**src/rtl/fpu_cmd_issuer_pkg.sv**
```systemverilog
// Shared types for the fpu command issuer: op encoding, command bundle,
// issuer FSM states and the canonical quiet NaN.
package pa_fpu;

    typedef enum logic [1:0] {
        op_add,
        op_sub,
        op_mul,
        op_div
    } e_fpu_op;

    typedef struct packed {
        logic [31:0] a;
        logic [31:0] b;
        e_fpu_op     op;
    } st_fpu_cmd;

    typedef enum logic [1:0] {
        S_IDLE,
        S_ISSUE,
        S_HOLD,
        S_RELEASE
    } e_iss_state;

    localparam logic [31:0] FPU_QNAN = 32'h7FC00000;

endpackage

```
**src/rtl/fpu_cmd_issuer_fifo.sv**
```systemverilog
// Synchronous command FIFO (fpu_cmd_fifo) with occupancy count.
// Depth must be a power of two; pointers wrap naturally.
module fpu_cmd_fifo
    import pa_fpu::*;
#(
    parameter int FIFO_DEPTH = 4
) (
    input  logic                        clk,
    input  logic                        arst,
    input  logic                        push_i,
    input  st_fpu_cmd                   data_i,
    input  logic                        pop_i,
    output st_fpu_cmd                   data_o,
    output logic [$clog2(FIFO_DEPTH):0] count_o,
    output logic                        full_o,
    output logic                        empty_o
);

    localparam int AW = $clog2(FIFO_DEPTH);
    localparam logic [AW:0] FULL_CNT = FIFO_DEPTH[AW:0];

    st_fpu_cmd     mem_q [FIFO_DEPTH];
    logic [AW-1:0] wr_ptr_q;
    logic [AW-1:0] rd_ptr_q;
    logic [AW:0]   count_q;
    logic          do_push;
    logic          do_pop;

    assign full_o  = (count_q == FULL_CNT);
    assign empty_o = (count_q == '0);
    assign count_o = count_q;
    assign data_o  = mem_q[rd_ptr_q];
    assign do_push = push_i && !full_o;
    assign do_pop  = pop_i && !empty_o;

    always_ff @(posedge clk) begin
        if (arst) begin
            wr_ptr_q <= '0;
            rd_ptr_q <= '0;
            count_q  <= '0;
        end else begin
            if (do_push) begin
                wr_ptr_q <= wr_ptr_q + AW'(1);
            end
            if (do_pop) begin
                rd_ptr_q <= rd_ptr_q + AW'(1);
            end
            count_q <= count_q + {{AW{1'b0}}, do_push} - {{AW{1'b0}}, do_pop};
        end
    end

    always_ff @(posedge clk) begin
        if (do_push) begin
            mem_q[wr_ptr_q] <= data_i;
        end
    end

endmodule

```
**src/rtl/fpu_cmd_issuer.sv**
```systemverilog
// Queues fpu commands and drives the start/cmd_end handshake one op at a time.
// Optional FPU_TIMEOUT_EN adds a per-op watchdog that returns a flagged qNaN.
module fpu_cmd_issuer
    import pa_fpu::*;
#(
    parameter int FIFO_DEPTH     = 4,
    parameter int TIMEOUT_CYCLES = 1024
) (
    input  logic        clk,
    input  logic        arst,
    input  logic        cmd_valid,
    output logic        cmd_ready,
    input  logic [31:0] cmd_a,
    input  logic [31:0] cmd_b,
    input  e_fpu_op     cmd_op,
    output logic        res_valid,
    input  logic        res_ready,
    output logic [31:0] res_data,
    output logic        res_err,
    output logic        fpu_start,
    output logic [31:0] fpu_a_operand,
    output logic [31:0] fpu_b_operand,
    output e_fpu_op     fpu_operation,
    input  logic        fpu_cmd_end,
    input  logic        fpu_busy,
    input  logic [31:0] ieee_packet_in,
    output logic        issuer_busy
);

    localparam int CW = $clog2(FIFO_DEPTH) + 1;

    e_iss_state    state_q, state_d;
    st_fpu_cmd     wr_cmd;
    st_fpu_cmd     head;
    logic          push;
    logic          pop;
    logic          fifo_full;
    logic          fifo_empty;
    logic [CW-1:0] fifo_cnt;

    logic          start_q, start_d;
    logic [31:0]   a_q, a_d;
    logic [31:0]   b_q, b_d;
    e_fpu_op       op_q, op_d;
    logic [31:0]   res_q, res_d;
    logic          vld_q, vld_d;
    logic          err_q, err_d;
    logic          cmd_end_q;
    logic          end_rise;
    logic          timeout;

    assign wr_cmd = '{a: cmd_a, b: cmd_b, op: cmd_op};
    assign push   = cmd_valid && cmd_ready;

    fpu_cmd_fifo #(
        .FIFO_DEPTH(FIFO_DEPTH)
    ) u_fifo (
        .clk     (clk),
        .arst    (arst),
        .push_i  (push),
        .data_i  (wr_cmd),
        .pop_i   (pop),
        .data_o  (head),
        .count_o (fifo_cnt),
        .full_o  (fifo_full),
        .empty_o (fifo_empty)
    );

    assign end_rise = fpu_cmd_end && !cmd_end_q;

`ifdef FPU_TIMEOUT_EN
    localparam int TW = $clog2(TIMEOUT_CYCLES + 1);
    localparam logic [TW-1:0] TO_LAST = TW'(TIMEOUT_CYCLES - 1);

    logic [TW-1:0] to_cnt_q;

    // Held at zero outside ISSUE, so every issued op starts a fresh count.
    always_ff @(posedge clk) begin
        if (arst || state_q != S_ISSUE) begin
            to_cnt_q <= '0;
        end else begin
            to_cnt_q <= to_cnt_q + TW'(1);
        end
    end

    assign timeout = (state_q == S_ISSUE) && (to_cnt_q == TO_LAST);
`else
    logic unused_timeout_cfg;
    assign unused_timeout_cfg = (TIMEOUT_CYCLES != 0);
    assign timeout = 1'b0;
`endif

    always_ff @(posedge clk) begin
        if (arst) begin
            state_q   <= S_IDLE;
            start_q   <= 1'b0;
            a_q       <= '0;
            b_q       <= '0;
            op_q      <= op_add;
            res_q     <= '0;
            vld_q     <= 1'b0;
            err_q     <= 1'b0;
            cmd_end_q <= 1'b0;
        end else begin
            state_q   <= state_d;
            start_q   <= start_d;
            a_q       <= a_d;
            b_q       <= b_d;
            op_q      <= op_d;
            res_q     <= res_d;
            vld_q     <= vld_d;
            err_q     <= err_d;
            cmd_end_q <= fpu_cmd_end;
        end
    end

    always_comb begin
        state_d = state_q;
        start_d = start_q;
        a_d     = a_q;
        b_d     = b_q;
        op_d    = op_q;
        res_d   = res_q;
        vld_d   = vld_q;
        err_d   = err_q;
        pop     = 1'b0;
        unique case (state_q)
            S_IDLE: begin
                if (!fifo_empty) begin
                    pop     = 1'b1;
                    a_d     = head.a;
                    b_d     = head.b;
                    op_d    = head.op;
                    start_d = 1'b1;
                    state_d = S_ISSUE;
                end
            end
            S_ISSUE: begin
                // A real completion wins over a watchdog expiring the same cycle.
                if (end_rise) begin
                    res_d   = ieee_packet_in;
                    err_d   = 1'b0;
                    start_d = 1'b0;
                    vld_d   = 1'b1;
                    state_d = S_HOLD;
                end else if (timeout) begin
                    res_d   = FPU_QNAN;
                    err_d   = 1'b1;
                    start_d = 1'b0;
                    vld_d   = 1'b1;
                    state_d = S_HOLD;
                end
            end
            S_HOLD: begin
                if (res_ready) begin
                    vld_d   = 1'b0;
                    err_d   = 1'b0;
                    state_d = S_RELEASE;
                end
            end
            S_RELEASE: begin
                if (!fpu_cmd_end && !fpu_busy) begin
                    state_d = S_IDLE;
                end
            end
            default: begin
                state_d = S_IDLE;
            end
        endcase
    end

    assign cmd_ready     = !fifo_full;
    assign res_valid     = vld_q;
    assign res_data      = res_q;
    assign res_err       = err_q;
    assign fpu_start     = start_q;
    assign fpu_a_operand = a_q;
    assign fpu_b_operand = b_q;
    assign fpu_operation = op_q;
    assign issuer_busy   = (fifo_cnt != '0) || (state_q != S_IDLE);

endmodule
```
**config.mk**
```make
export PLATFORM = sky130hd
export DESIGN_NAME = fpu_cmd_issuer
export DESIGN_NICKNAME = d
export VERILOG_FILES = /design/src/rtl/fpu_cmd_issuer_pkg.sv /design/src/rtl/fpu_cmd_issuer_fifo.sv /design/src/rtl/fpu_cmd_issuer.sv
export SDC_FILE = /design/constraint.sdc
export NUM_CORES = 1
export LEC_CHECK = 0
export ABC_AREA = 1
export BUFFER_PORTS_ARGS = -buffer_cell sky130_fd_sc_hd__buf_2
export CAP_MARGIN = 20
export CORE_MARGIN = 4
export CORE_UTILIZATION = 55
export CTS_BUF_LIST = sky130_fd_sc_hd__clkbuf_4
export CTS_CLUSTER_DIAMETER = 150
export DETAILED_ROUTE_END_ITERATION = 6
export MAX_ROUTING_LAYER = met4
export PLACE_DENSITY = 0.77
export SETUP_SLACK_MARGIN = 0.3
export SKIP_CTS_REPAIR_TIMING = 1
export SLEW_MARGIN = 20
export SYNTH_ARGS = -nofsm -noshare
export SYNTH_HDL_FRONTEND = slang
export SYNTH_HIERARCHICAL = 1
export SYNTH_SLANG_ARGS = --single-unit
```
**constraint.sdc**
```tcl
create_clock -name clk -period 7.95 [get_ports clk]
set_clock_uncertainty 0.2 [all_clocks]
set_input_delay 1.59 -clock clk [delete_from_list [all_inputs] [get_ports clk]]
set_output_delay 1.59 -clock clk [all_outputs]
set_load 0.05 [all_outputs]
```
# [Yosys cells after proc, flatten, opt, wreduce, memory -nomap -nowiden]
# Memory sizes are Yosys's and may differ from the RTL's. A register that Yosys moved wholly into a read port is not among the register bits.
# Cells that the tools add are included.
[classes] n_addsub=4 eq_ne=8 mux=16 bitwise_logic=1 n_reduce_logical=22
[ops] operator="$mux 1" n=8
[ops] operator="$mux 2" n=4
[ops] operator="$ne 2x2->1 const B" n=4
[ops] operator="$pmux 2 s4" n=1
[ops] operator="$pmux 1 s2" n=3
[ops] operator="$reduce_and 3->1" n=2
[ops] operator="$reduce_bool 2->1" n=3
[ops] operator="$logic_and 1x1->1" n=5
[ops] operator="$logic_not 1->1" n=5
[ops] operator="$add 2x1->2 const B" n=2
[ops] operator="$eq 2x2->1 const B" n=2
[ops] operator="$reduce_and 2->1" n=2
[ops] operator="$reduce_and 4->1" n=1
[ops] operator="$add 3x1->3" n=1
[ops] operator="$eq 3x3->1 const B" n=1
[ops] operator="$logic_not 3->1" n=1
[ops] operator="$reduce_bool 3->1" n=1
[ops] operator="$sub 3x1->3" n=1
[ops] operator="$eq 2x1->1 const B" n=1
[ops] operator="$logic_not 2->1" n=1
[ops] operator="$logic_or 1x1->1" n=1
[ops] operator="$not 1->1" n=1
[word_totals] register_bits=45 ramBits=264 mem_count=1
[mem_list] memory="u_fifo.mem_q" depth=4 word_bits=66 read_ports=1 rd_clocked_by_memory_dff=1 wr=1 line="fpu_cmd_issuer_fifo.sv:22" text="st_fpu_cmd mem_q [FIFO_DEPTH];"

# [Longest topological paths before layout]
[logic_depth] ltp_word=6 depth_mapped=15

# [Hierarchy]
# The synthesis kept the hierarchy.
[by_module_without_submodules] module="fpu_cmd_fifo" instances=1 cells_per_inst=706 area_each_um2=10865.4
[by_module_without_submodules] module="fpu_cmd_issuer" instances=1 cells_per_inst=477 area_each_um2=3772.4

# [Worst setup path after synthesis]
# OpenSTA, ideal clock, no wires.
[synth_path] path_type="input to register" startpoint="input port cmd_valid" endpoint="memory u_fifo/mem_q[0][0] (netlist bit), enable pin" arrival_ns=4.742 required_time_ns=7.259 path_slack_ns=2.517 path_stages=4 path_buffers=0 cell_sequence="inv_1 -> nor2_1 -> nand2_1 -> nor2_1"
[synth_via] elab_chain_len=4
[synth_lines] item="start: declaration" line="fpu_cmd_issuer.sv:11" text="input logic cmd_valid,"
[synth_lines] item="$logic_and 1x1->1" line="fpu_cmd_issuer.sv:53" text="assign push = cmd_valid && cmd_ready;"
[synth_lines] item="named net push" line="fpu_cmd_issuer.sv:35" text="logic push;"
[synth_lines] item="$logic_and 1x1->1" line="fpu_cmd_issuer_fifo.sv:33" text="assign do_push = push_i && !full_o;"
[synth_lines] item="$mux 1" line="fpu_cmd_issuer_fifo.sv:53" text="if (do_push) begin"
[synth_lines] item="$mux 1 (not written as such)" line="fpu_cmd_issuer_fifo.sv:54" text="mem_q[wr_ptr_q] <= data_i;"
[synth_lines] item="end: declaration" line="fpu_cmd_issuer_fifo.sv:22"
# The timed path passes the listed nets, and every way through them passes these cells.

# [Worst setup path after layout]
[layout_path] startpoint="input port cmd_valid" endpoint="memory u_fifo/mem_q[0][47] (netlist bit), enable pin"
# The elaborated chain is that of the path after synthesis.

==> flow_summary.json <==
{
  "powerDensity_nw_per_um2": 390,
  "hold_viol_final": 0,
  "p_leak_nw": 6.61,
  "mappedNetlistArea_um2": 14600,
  "highest_layer": "met4",
  "hold_path_class": "reg -> reg",
  "avgViaCountPerCell": 5.26,
  "min_delay_path_depth": 2,
  "wl_met2_mm": 15.7,
  "path_clk_slew_ns": 0.06,
  "required_arrival_time_at_the_worst_endpoint_ns": 8.06,
  "drt-initial-drc-count": 711,
  "master_of_the_slowest_instance_on_the_critical_path": "sky130_fd_sc_hd__nor2_4",
  "yosys.area.top_type": "sky130_fd_sc_hd__edfxtp_1",
  "grt_pass1_wl_mm": 49.5,
  "area.growth.synth_to_final_pct": 16.8,
  "core_um2": 26100,
  "reg2reg_from": "u_fifo/count_o[1]",
  "postSynthAreaPerCell_um2": 12.4,
  "cp_num_cells": 6,
  "syn-num-nets": 1298,
  "tritoncts": "done",
  "routed-via-count": 9722,
  "tritoncts_num_sinks": 376,
  "timing.fmax_mhz": 276,
  "timing.critical_path.arrival_ns": 3.73,
  "cts.path.max_buffers": 3,
  "synth-seq-area-share_pct": 69.5,
  "drt-total-wl_mm": 31.3,
  "gp_congestion": 0.770,
  "maximum_number_of_pins_on_one_net_before_global_route_repair": 85,
  "die-height_um": 171,
  "vias_in_the_first_global_route": 9807,
  "synth_top_area_share_pct": 54.2,
  "worst_hold_path.endpoint": "res_data[20]",
  "netlist_top_cells_area": "sky130_fd_sc_hd__edfxtp_1 (54%), sky130_fd_sc_hd__dfxtp_1 (15%), sky130_fd_sc_hd__o21ai_0 (7.4%)",
  "grt_overflow_total": 0,
  "period_share_pct": 45.6,
  "ant_nets": 0,
  "worst-path-max-fanout": 37,
  "placement.io_buffers": 205,
  "launching_element_type_of_the_critical_path": "primary input",
  "drive_gt1_share_pct": 32.0,
  "wl_per_cell_um": 16.9,
  "critPathTopFamily": "simple AND/OR/NAND/NOR gates",
  "number_of_detailed_routing_iterations_run_before_antenna_repair": 7,
  "peakVddDrop_v": 0.000251,
  "drv_cap": 0,
  "nNetsFinal": 1539,
  "std_cell_rows": 59,
  "met3_length_mm": 1.83,
  "clock_tree.root_cell": "sky130_fd_sc_hd__clkbuf_4",
  "r2r_setup_slack_ns": 4.58,
  "initial_core_util_pct": 56.0,
  "rr_endpoint": "u_fifo/mem_q[0][47]",
  "grt_setup_unrepaired": "no",
  "critical_path.n_buffers_inverters": 3,
  "critical-path-max-stage-delay_ns": 0.83,
  "worstMarginPinSlew_ns": 1.07,
  "htreeDepth": 3,
  "setup_viol": 0,
  "timing.setup.critical_path_class": "in -> reg",
  "nFillCells": 2005,
  "antenna_found_initial": 8,
  "die_area_um2": 29300,
  "synth.distinct_cells": 30,
  "layout_min_cycle_time_ns": 3.63,
  "flip_flop_and_latch_count_after_synthesis": 376,
  "top_level_ports": 207,
  "worst_skew_pair.late_latency_ns": 0.71,
  "endpoint_kind": "flop",
  "run_status": "complete, no violations",
  "setup-tns-final_ns": 0,
  "overall_fraction_of_global_route_tracks_in_use_pct": 21.8,
  "slew_violations": 0,
  "crit_chain": "buf_2 -> inv_1 -> nor2_1 -> nand2_1 -> nor2_4 -> buf_4",
  "timing.slew.headroom_pct": 28.7,
  "wl_met1_mm": 13.2,
  "cts_made_buffers": 94,
  "hold_path_startpoint": "res_data[20]",
  "whs_ns": 0.242,
  "area.sequential_um2": 10200,
  "drc": 0,
  "synth-warning-count": 6,
  "detailedPlacementHpwl_mm": 17.9,
  "multi_input_area_um2": 3770,
  "die_width_um": 171,
  "r2r_cells": 7,
  "synth_cells": 1183
}
synth_stat cells, drive strengths merged:
library cell  instances
inv                  63
nor3                  1
o22ai                66
nand3                 4
nor2                289
dfxtp               112
clkinv                1
a21boi                1
nand4                 2
ha                   10
nand2                19
clkbuf               42
edfxtp              264
conb                  1
a21oi                39
fa                    1
o21ai               235
o211ai                2
buf                  31
sequential cells by signal (all words and copies together) (netlist names), named ones only:
name / count
cmd_end_q: 1
fpu_a_operand: 32
fpu_b_operand: 32
fpu_operation: 2
fpu_start: 1
res_data: 32
res_valid: 1
state_q: 2
u_fifo/count_o: 3
u_fifo/mem_q: 264
u_fifo/rd_ptr_q: 2
u_fifo/wr_ptr_q: 2
worst max-delay path by stage:
stage	from	endpoint	slack (ns)
2_1_floorplan	cmd_valid	u_fifo/mem_q[0][0]	2.52
3_3_place_gp	cmd_valid	u_fifo/mem_q[2][36]	3.62
3_5_place_dp	cmd_valid	u_fifo/mem_q[2][36]	3.56
4_1_cts	cmd_valid	u_fifo/mem_q[2][51]	4.29
5_1_grt	u_fifo/count_o[1]	cmd_ready	4.23
6_report	cmd_valid	u_fifo/mem_q[0][47]	4.32
power breakdown:
part / switching (mW) / internal (mW)
logic: 1.73 / 0.547
registers: 0.176 / 2.53
clock network: 0.752 / 0.939
worst min-delay path: stages, from the launching register on:
cell and delay, ns:
sky130_fd_sc_hd__dfxtp_1 0.31, sky130_fd_sc_hd__inv_1 0.04, sky130_fd_sc_hd__a21oi_1 0.05
layer usage:
layer,track usage (%),vias to the layer above
met2,35.1,291
met4,7.79,0
met5,-,-
met1,27.6,4676
li1,-,4716
met3,4.88,39
cells in the final DEF, fill, tap and decap left out, types with 26 or more instances in the layout:
cell type	n
sky130_fd_sc_hd__a21oi_1	39
sky130_fd_sc_hd__buf_2	205
sky130_fd_sc_hd__clkbuf_4	145
sky130_fd_sc_hd__dfxtp_1	110
sky130_fd_sc_hd__edfxtp_1	264
sky130_fd_sc_hd__inv_1	59
sky130_fd_sc_hd__nor2_1	238
sky130_fd_sc_hd__nor2_4	45
sky130_fd_sc_hd__o21ai_0	215
sky130_fd_sc_hd__o22ai_1	26
sky130_fd_sc_hd__o22ai_2	40
cell families (layout without fill, tap and decap cells):
family	count (synthesis)	in the layout	synth area share, %
AOI/OAI and AO/OA	343	343	14.2
adders and majority gates	11	11	0.992
buffers and inverters	137	460	4.96
DFF	376	376	69.5
other	1	10	0.0256
and+or+nand+nor	315	315	10.4
metrics by stage:
stage / cells / total power [mW] / cell area, um^2 / utilization (%) / worst slack, ns
final: 1850 / 6.67 / 17100 / 65.4 / 4.32
after global routing: 1849 / 7.06 / 17100 / 65.4 / 4.23
after CTS: 1839 / 6.73 / 17000 / 65.2 / 4.29
after detailed placement: 1661 / 5.02 / 15700 / 60.2 / 3.56
after global placement: 1661 / 4.96 / 15700 / 60.2 / 3.62
after floorplan: 1183 / 4.56 / 14600 / - / 2.52
area by class of cell:
class	instances	share of cell area, %
tap	335	2.45
sequential	376	59.5
multi-input combinational	670	22.1
clock inverter	33	1.35
timing repair buffer	218	6.72
inverter	64	1.43
clock buffer	145	6.37
antenna	9	0.132
Power figures use the tool's default switching activity.
